$ cat src/rtl/vc_pop_arbiter.sv
// vc_pop_arbiter
//   Weighted arbiter that pops words from two first-word-fall-through virtual
//   channel FIFOs (VC0, VC1) and forwards them, one word per cycle, to a
//   destination demux through a single output register.
//
//   VC0 is favoured: while both channels hold data, VC0 may be popped up to
//   VC0_WEIGHT times in a row, then VC1 gets one pop. Any almost_full from
//   either destination FIFO stalls all pops.
//
// Ports
//   clk                  in   rising-edge clock
//   reset_L              in   synchronous reset, active low
//   VC0_empty/VC1_empty  in   source FIFO empty flags
//   VC0_data_out         in   VC0 head word (valid when VC0_empty=0)
//   VC1_data_out         in   VC1 head word (valid when VC1_empty=0)
//   D0_almost_full       in   destination D0 backpressure
//   D1_almost_full       in   destination D1 backpressure
//   VC0_rd/VC1_rd        out  combinational pop strobes (mutually exclusive)
//   demux_dest_in        out  registered forwarded word
//   demux_dest_valid_in  out  registered qualifier for demux_dest_in
//   idle                 out  registered; nothing queued and nothing in flight
//
// FSM
//   state  | meaning
//   IDLE   | both VCs empty, nothing to arbitrate
//   ACTIVE | data available and no backpressure, popping one word per cycle
//   STALL  | data available but a destination is almost full, no pops

module vc_pop_arbiter #(
  parameter int DATA_WIDTH = 6,
  parameter int VC0_WEIGHT = 4
) (
  input  logic                  clk,
  input  logic                  reset_L,
  input  logic                  VC0_empty,
  input  logic                  VC1_empty,
  input  logic [DATA_WIDTH-1:0] VC0_data_out,
  input  logic [DATA_WIDTH-1:0] VC1_data_out,
  input  logic                  D0_almost_full,
  input  logic                  D1_almost_full,
  output logic                  VC0_rd,
  output logic                  VC1_rd,
  output logic [DATA_WIDTH-1:0] demux_dest_in,
  output logic                  demux_dest_valid_in,
  output logic                  idle
);

  localparam int CW = $clog2(VC0_WEIGHT + 1);
  localparam logic [CW-1:0] WEIGHT_C = CW'(VC0_WEIGHT);

  typedef enum logic [1:0] {
    IDLE   = 2'd0,
    ACTIVE = 2'd1,
    STALL  = 2'd2
  } state_t;

  state_t                state_q, state_d;
  logic [CW-1:0]         credit_q, credit_d;
  logic [DATA_WIDTH-1:0] data_q, data_d;
  logic                  valid_q, valid_d;
  logic                  idle_q, idle_d;

  logic backpressure;
  logic both_empty;
  logic go;
  logic pop0, pop1;

  assign backpressure = D0_almost_full | D1_almost_full;
  assign both_empty   = VC0_empty & VC1_empty;
  // reset_L is folded in so the strobes stay low during reset cycles.
  assign go           = ~backpressure & ~both_empty & reset_L;

  // Credit counts consecutive VC0 pops. VC1 only wins a contested cycle once
  // the credit has reached the weight, so the two conditions are disjoint.
  assign pop0 = go & ~VC0_empty & (VC1_empty | (credit_q < WEIGHT_C));
  assign pop1 = go & ~VC1_empty & (VC0_empty | (credit_q == WEIGHT_C));

  assign VC0_rd = pop0;
  assign VC1_rd = pop1;

  // Next-state: the target depends only on the current flags, so every state
  // applies the same rule set; listed per state to keep the transitions
  // explicit.
  always_comb begin
    state_d = state_q;
    case (state_q)
      IDLE: begin
        if (!both_empty) begin
          state_d = backpressure ? STALL : ACTIVE;
        end
      end
      ACTIVE: begin
        if (both_empty) begin
          state_d = IDLE;
        end else if (backpressure) begin
          state_d = STALL;
        end
      end
      STALL: begin
        if (both_empty) begin
          state_d = IDLE;
        end else if (!backpressure) begin
          state_d = ACTIVE;
        end
      end
      default: begin
        state_d = IDLE;
      end
    endcase
  end

  always_comb begin
    credit_d = credit_q;
    if (pop1) begin
      credit_d = '0;
    end else if (pop0 && (credit_q != WEIGHT_C)) begin
      credit_d = credit_q + 1'b1;
    end
  end

  // Output register is cleared in every cycle without a pop, so the demux
  // never sees a stale word.
  always_comb begin
    data_d  = '0;
    valid_d = 1'b0;
    if (pop0) begin
      data_d  = VC0_data_out;
      valid_d = 1'b1;
    end else if (pop1) begin
      data_d  = VC1_data_out;
      valid_d = 1'b1;
    end
  end

  assign idle_d = (state_d == IDLE) & ~pop0 & ~pop1;

  always_ff @(posedge clk) begin
    if (!reset_L) begin
      state_q  <= IDLE;
      credit_q <= '0;
      data_q   <= '0;
      valid_q  <= 1'b0;
      idle_q   <= 1'b1;
    end else begin
      state_q  <= state_d;
      credit_q <= credit_d;
      data_q   <= data_d;
      valid_q  <= valid_d;
      idle_q   <= idle_d;
    end
  end

  assign demux_dest_in       = data_q;
  assign demux_dest_valid_in = valid_q;
  assign idle                = idle_q;

endmodule

$ cat config.mk
export PLATFORM = sky130hd
export DESIGN_NAME = vc_pop_arbiter
export DESIGN_NICKNAME = d
export VERILOG_FILES = /design/src/rtl/vc_pop_arbiter.sv
export SDC_FILE = /design/constraint.sdc
export NUM_CORES = 1
export LEC_CHECK = 0
export ABC_CLOCK_PERIOD_IN_PS = 2600
export BUFFER_PORTS_ARGS = -buffer_cell sky130_fd_sc_hd__buf_4
export CORE_AREA = 5 5 42 44
export CTS_BUF_LIST = sky130_fd_sc_hd__clkbuf_16
export DETAILED_ROUTE_END_ITERATION = 10
export DIE_AREA = 0 0 47 49
export HOLD_SLACK_MARGIN = 0.12
export PLACE_DENSITY = 0.82
export SLEW_MARGIN = 10
export SYNTH_ARGS = -nofsm -noshare
export SYNTH_HDL_FRONTEND = slang
export SYNTH_SLANG_ARGS = --single-unit
$ cat constraint.sdc
create_clock -name clk -period 2.6 [get_ports clk]
set_input_delay 0.52 -clock clk [delete_from_list [all_inputs] [get_ports clk]]
set_output_delay 0.52 -clock clk [all_outputs]
set_load 0.02 [all_outputs]
Word-level counts from Yosys, hierarchy flattened
Index checks and enable logic that the tools add are counted.
- ROM bits: 0
- memories: 0
- logic and storage cells: 45
- bits of input ports: 18
- bits in latches: 0
- memory bits (writable): 0
- register bits after elaboration: 13
- output and inout port bits: 10
- muxes and demuxes: 11
- add/subtract/negate cells: 1
- multiply operators: 0
- eq/ne operators: 4
- reductions and logical operators: 4
- bitwise operators: 19
- div/mod/pow operators: 0
- shift-type cells: 0
- magnitude comparators: 1
- operators by type and width (cell ; number):
    2-to-1 mux 2 bit ; 6
    2-to-1 mux 6 bit ; 2
    AND 1 bit ; 9
    NOT 1 bit ; 7
    case mux 2 bit (3 select lines) ; 1
    logical NOT 2 bit ; 2
    adder 3 x 1 -> 3 bit, second input constant ; 1
    == test 3 bit, second input constant ; 1
    < comparator 3 bit, second input constant ; 1
    inequality test 3 bit, second input constant ; 1
    OR 1 bit ; 3
    == test 2 x 1 -> 1 bit, second input constant ; 1
    == test 2 bit, second input constant ; 1
    2-to-1 mux 1 bit ; 2
    OR reduction 2 bit ; 1
    logical AND 1 bit ; 1

Depth between registers and ports, before layout
- depth after elaboration: 9
- mapped depth: 6
- depth with buffers taken out: 6

Worst setup path before layout
OpenSTA, ideal clock, no wires.
- kind: input port to output port
- start point: input D1_almost_full
- end point: output VC1_rd
- data required time: 2.080 ns
- slack: 0.855 ns
- stages on the path: 3
- arrival: 1.225 ns
- path buffers: 0
- cell sequence: nor2_1 nand2_1 nor3_1
- cells in the longest elaborated chain, start to end: 6
- ends and longest elaborated chain (what ; RTL line ; text):
    from (decl) ; 40 ; input logic D1_almost_full,
    OR 1 bit ; 68 ; assign backpressure = D0_almost_full | D1_almost_full;
    NOT 1 bit ; 71 ; assign go = ~backpressure & ~both_empty & reset_L;
    AND 1 bit (2 in series) ; 71 ;
    AND 1 bit (2 in series) ; 76 ; assign pop1 = go & ~VC1_empty & (VC0_empty | (credit_q == WEIGHT_C));
    to (decl) ; 42 ; output logic VC1_rd,
No other way between the ends.

Worst setup path in the final report
- start point: input VC0_empty
- end point: output VC0_rd
- cells in the longest elaborated chain, start to end: 6
- elaborated cells on any way between the ends: 7
- classes of those cells: bitwise (7)
- ends and longest elaborated chain (what ; RTL line ; text):
    from (decl) ; 35 ; input logic VC0_empty,
    AND 1 bit ; 69 ; assign both_empty = VC0_empty & VC1_empty;
    NOT 1 bit ; 71 ;
    AND 1 bit (2 in series) ; 71 ;
    AND 1 bit * (2 in series) ; 75 ; assign pop0 = go & ~VC0_empty & (VC1_empty | (credit_q < WEIGHT_C));
    to (decl) ; 41 ; output logic VC0_rd,
Every way passes the cells marked *; elsewhere a longest branch is shown, timed or not.

==> metrics <==
total power 0.000547 W; initial antenna violation count 0; family with the most delay on the worst path simple AND/OR/NAND/NOR gates; CTS sink cnt 13; Max Fclk 0.493 GHz; min cycle time layout 2.03 ns; maximum VDD drop 0.398 mV; Post-CTS Hold Fix Bufs 0; Routed wire per std cell 12.9 um; sequential fraction of the synthesis area 46.4%; Die Y 49 um; Cell Area, Synth 561 um^2; mean number of vias per cell 4.93; Max Slew Vio Count 0; Worst Hold Class register to register; clk buf depth 2; first-pass GRT wire length 2190 um; count of input and output buffers 27; Ports 28; drc violations 0; Bufs and invs on worst path 3; Synth area leaders dfxtp_1 (46%), mux2i_1 (13%), nor2_1 (7.4%); row cnt 14; clock share of power 51.1%; layout net count 109; min-delay src state_q[0]; synth cell count leaders dfxtp_1 (13), nor2_1 (11), mux2i_1 (7); Starting Density 40.0%; max_cap viols 0; root buf cell clkbuf_16; largest net degree at the start of global routing 8; post-synth top area cell dfxtp_1; starting DRC count in detailed routing 1; count leader, synth dfxtp_1; Worst EP arrival 1.51 ns; Leakage 0.432 nW; CP endpoint kind primary output; Clk Latency, worst-skew pair 0.24 ns; synth warn 0; cell mode on critical path buf_4; Design Area, Final 862 um^2; hold violation count in the final report 0; status completed; worst-path cell chain buf_4 -> nor4b_4 -> nand2_2 -> inv_1 -> buf_4; Hold Crit Depth 2; Final setup viols 0; Final ANT Viol Nets 0; flops & latches, synth 13; PD cells 635 nW/um^2; RR Endpoint credit_q[2]; Critical Path RT 2.08 ns; total wire length 1340 um; RD Place Congestion 0.810; H-tree depth 1; R2R depth 5; WL met3 120 um; count of flip-flops with a built-in enable after synthesis 0; synth-to-layout area growth 53.8%; Diodes inserted 0; Post-Synthesis Cells 57; die area 2300 um^2; cts bufs inserted 3; reg2reg start credit_q[0]; RSZ-0062 raised after global routing no; core footprint 1400 um^2; share of cells above drive strength 1 38.6%; sequential power share 38.1%; Sw Ratio 19.5%; total grt overflow 0; Final Util 61.5%; clk_skew 0.00112 ns; CTS tree done; met1 wire length 503 um; ys flop type dfxtp_1; setup TNS 0 ns; Die W 47 um; Synth top area share 46.4%; Total GRT Usage 13.2%; WL met2 698 um; CP max stage cell nor4b_4; CP Max Fanout 7; Hold Path End idle; R2R Setup Slk 1.09 ns; Slew HR 56.5%; CP Launch Type input pin; worst-margin pin slew 0.644 ns; Int Power 0.000441 W; dpl cell area 783 um^2; Synthesized Nets 77; final setup margin 0.573 ns; Setup Fix Bufs, Post-CTS 0; count of different cell masters after synthesis 18; number of global-route vias before repair 551; CP peak stage delay 0.38 ns; critical path type input pin to primary output; cells resized by post-CTS repair 0; Psw 0.000106 W; Clock transition at path regs 0.04 ns; drt pass-1 iters 3; Place WS 0.596 ns; ys async rst share 0%; post-route clock period utilization 77.9%; Vias 513; combinational share of power 10.8%; syn avg cell area 9.83 um^2; top layer in use met4
## per-stage QoR
step	instances	hold slack, ns
floorplan	57	0.444
global placement	100	0.472
detailed placement	100	0.490
CTS	104	0.494
global route	104	0.510
finish	104	0.480
## flip-flops by register name (all words and copies together), names as in the netlist
register	count
demux_dest_in	6
state_q	2
credit_q	3
demux_dest_valid_in	1
idle	1
## worst register-to-register path, stage by stage (launching register included)
cell and delay, ns:
dfxtp_1 0.33, inv_1 0.07, ha_1 0.17, a21oi_1 0.09, o41ai_1 0.55, a311oi_1 0.14
## worst max path at each step
stage	startpoint	endpoint	slack (ns)	cells after the start
2_1_floorplan	D1_almost_full	VC1_rd	0.86	3
3_3_place_gp	VC0_empty	VC0_rd	0.63	5
3_5_place_dp	VC0_empty	VC0_rd	0.60	5
4_1_cts	VC0_empty	VC0_rd	0.55	5
5_1_grt	VC0_empty	VC0_rd	0.51	5
6_report	VC0_empty	VC0_rd	0.57	5
## power by group through the flow
stage | combinational, W | clock [W] | sequential [W]
after floorplan | 0.0000201 | 0 | 0.000217
after global placement | 0.0000582 | 0 | 0.000212
after detailed placement | 0.0000597 | 0 | 0.000212
after CTS | 0.0000601 | 0.000285 | 0.000208
after global routing | 0.0000648 | 0.000300 | 0.000208
final | 0.0000593 | 0.000280 | 0.000208
## layer usage
metal / vias to the layer above / GRT usage (%)
met4: 0 / 4.15
li1: 254 / -
met1: 230 / 13.4
met5: - / 0
met3: 4 / 4.80
met2: 25 / 23.5
## area by class of cell
type / count / area (um^2)
fillers: 131 / 539
clock inverters: 1 / 3.75
well taps: 16 / 20.0
flip-flops and latches: 13 / 260
clock buffers: 3 / 75.1
repair buffers: 27 / 203
inverters: 5 / 18.8
multi-input cells: 39 / 282
## cells by family after synthesis
kind of cell / synth area share (%)
and+or+nand+nor: 19.4
muxes: 12.5
AOI/OAI and AO/OA: 12.3
DFF: 46.4
buffers and inverters: 3.35
xor gates and xnor gates: 1.56
adders and majority gates: 4.46
## placed cells by master, fill, tap and decap left out, types with 2 or more instances in the layout
cell       count
ha_1           2
clkbuf_16      3
buf_4         27
nor2_1        11
dfxtp_1       13
mux2i_1        7
nand2_1        4
nand2b_1       2
nor3_1         2
a21oi_1        2
inv_1          6
(Power assumes the default switching activity.)
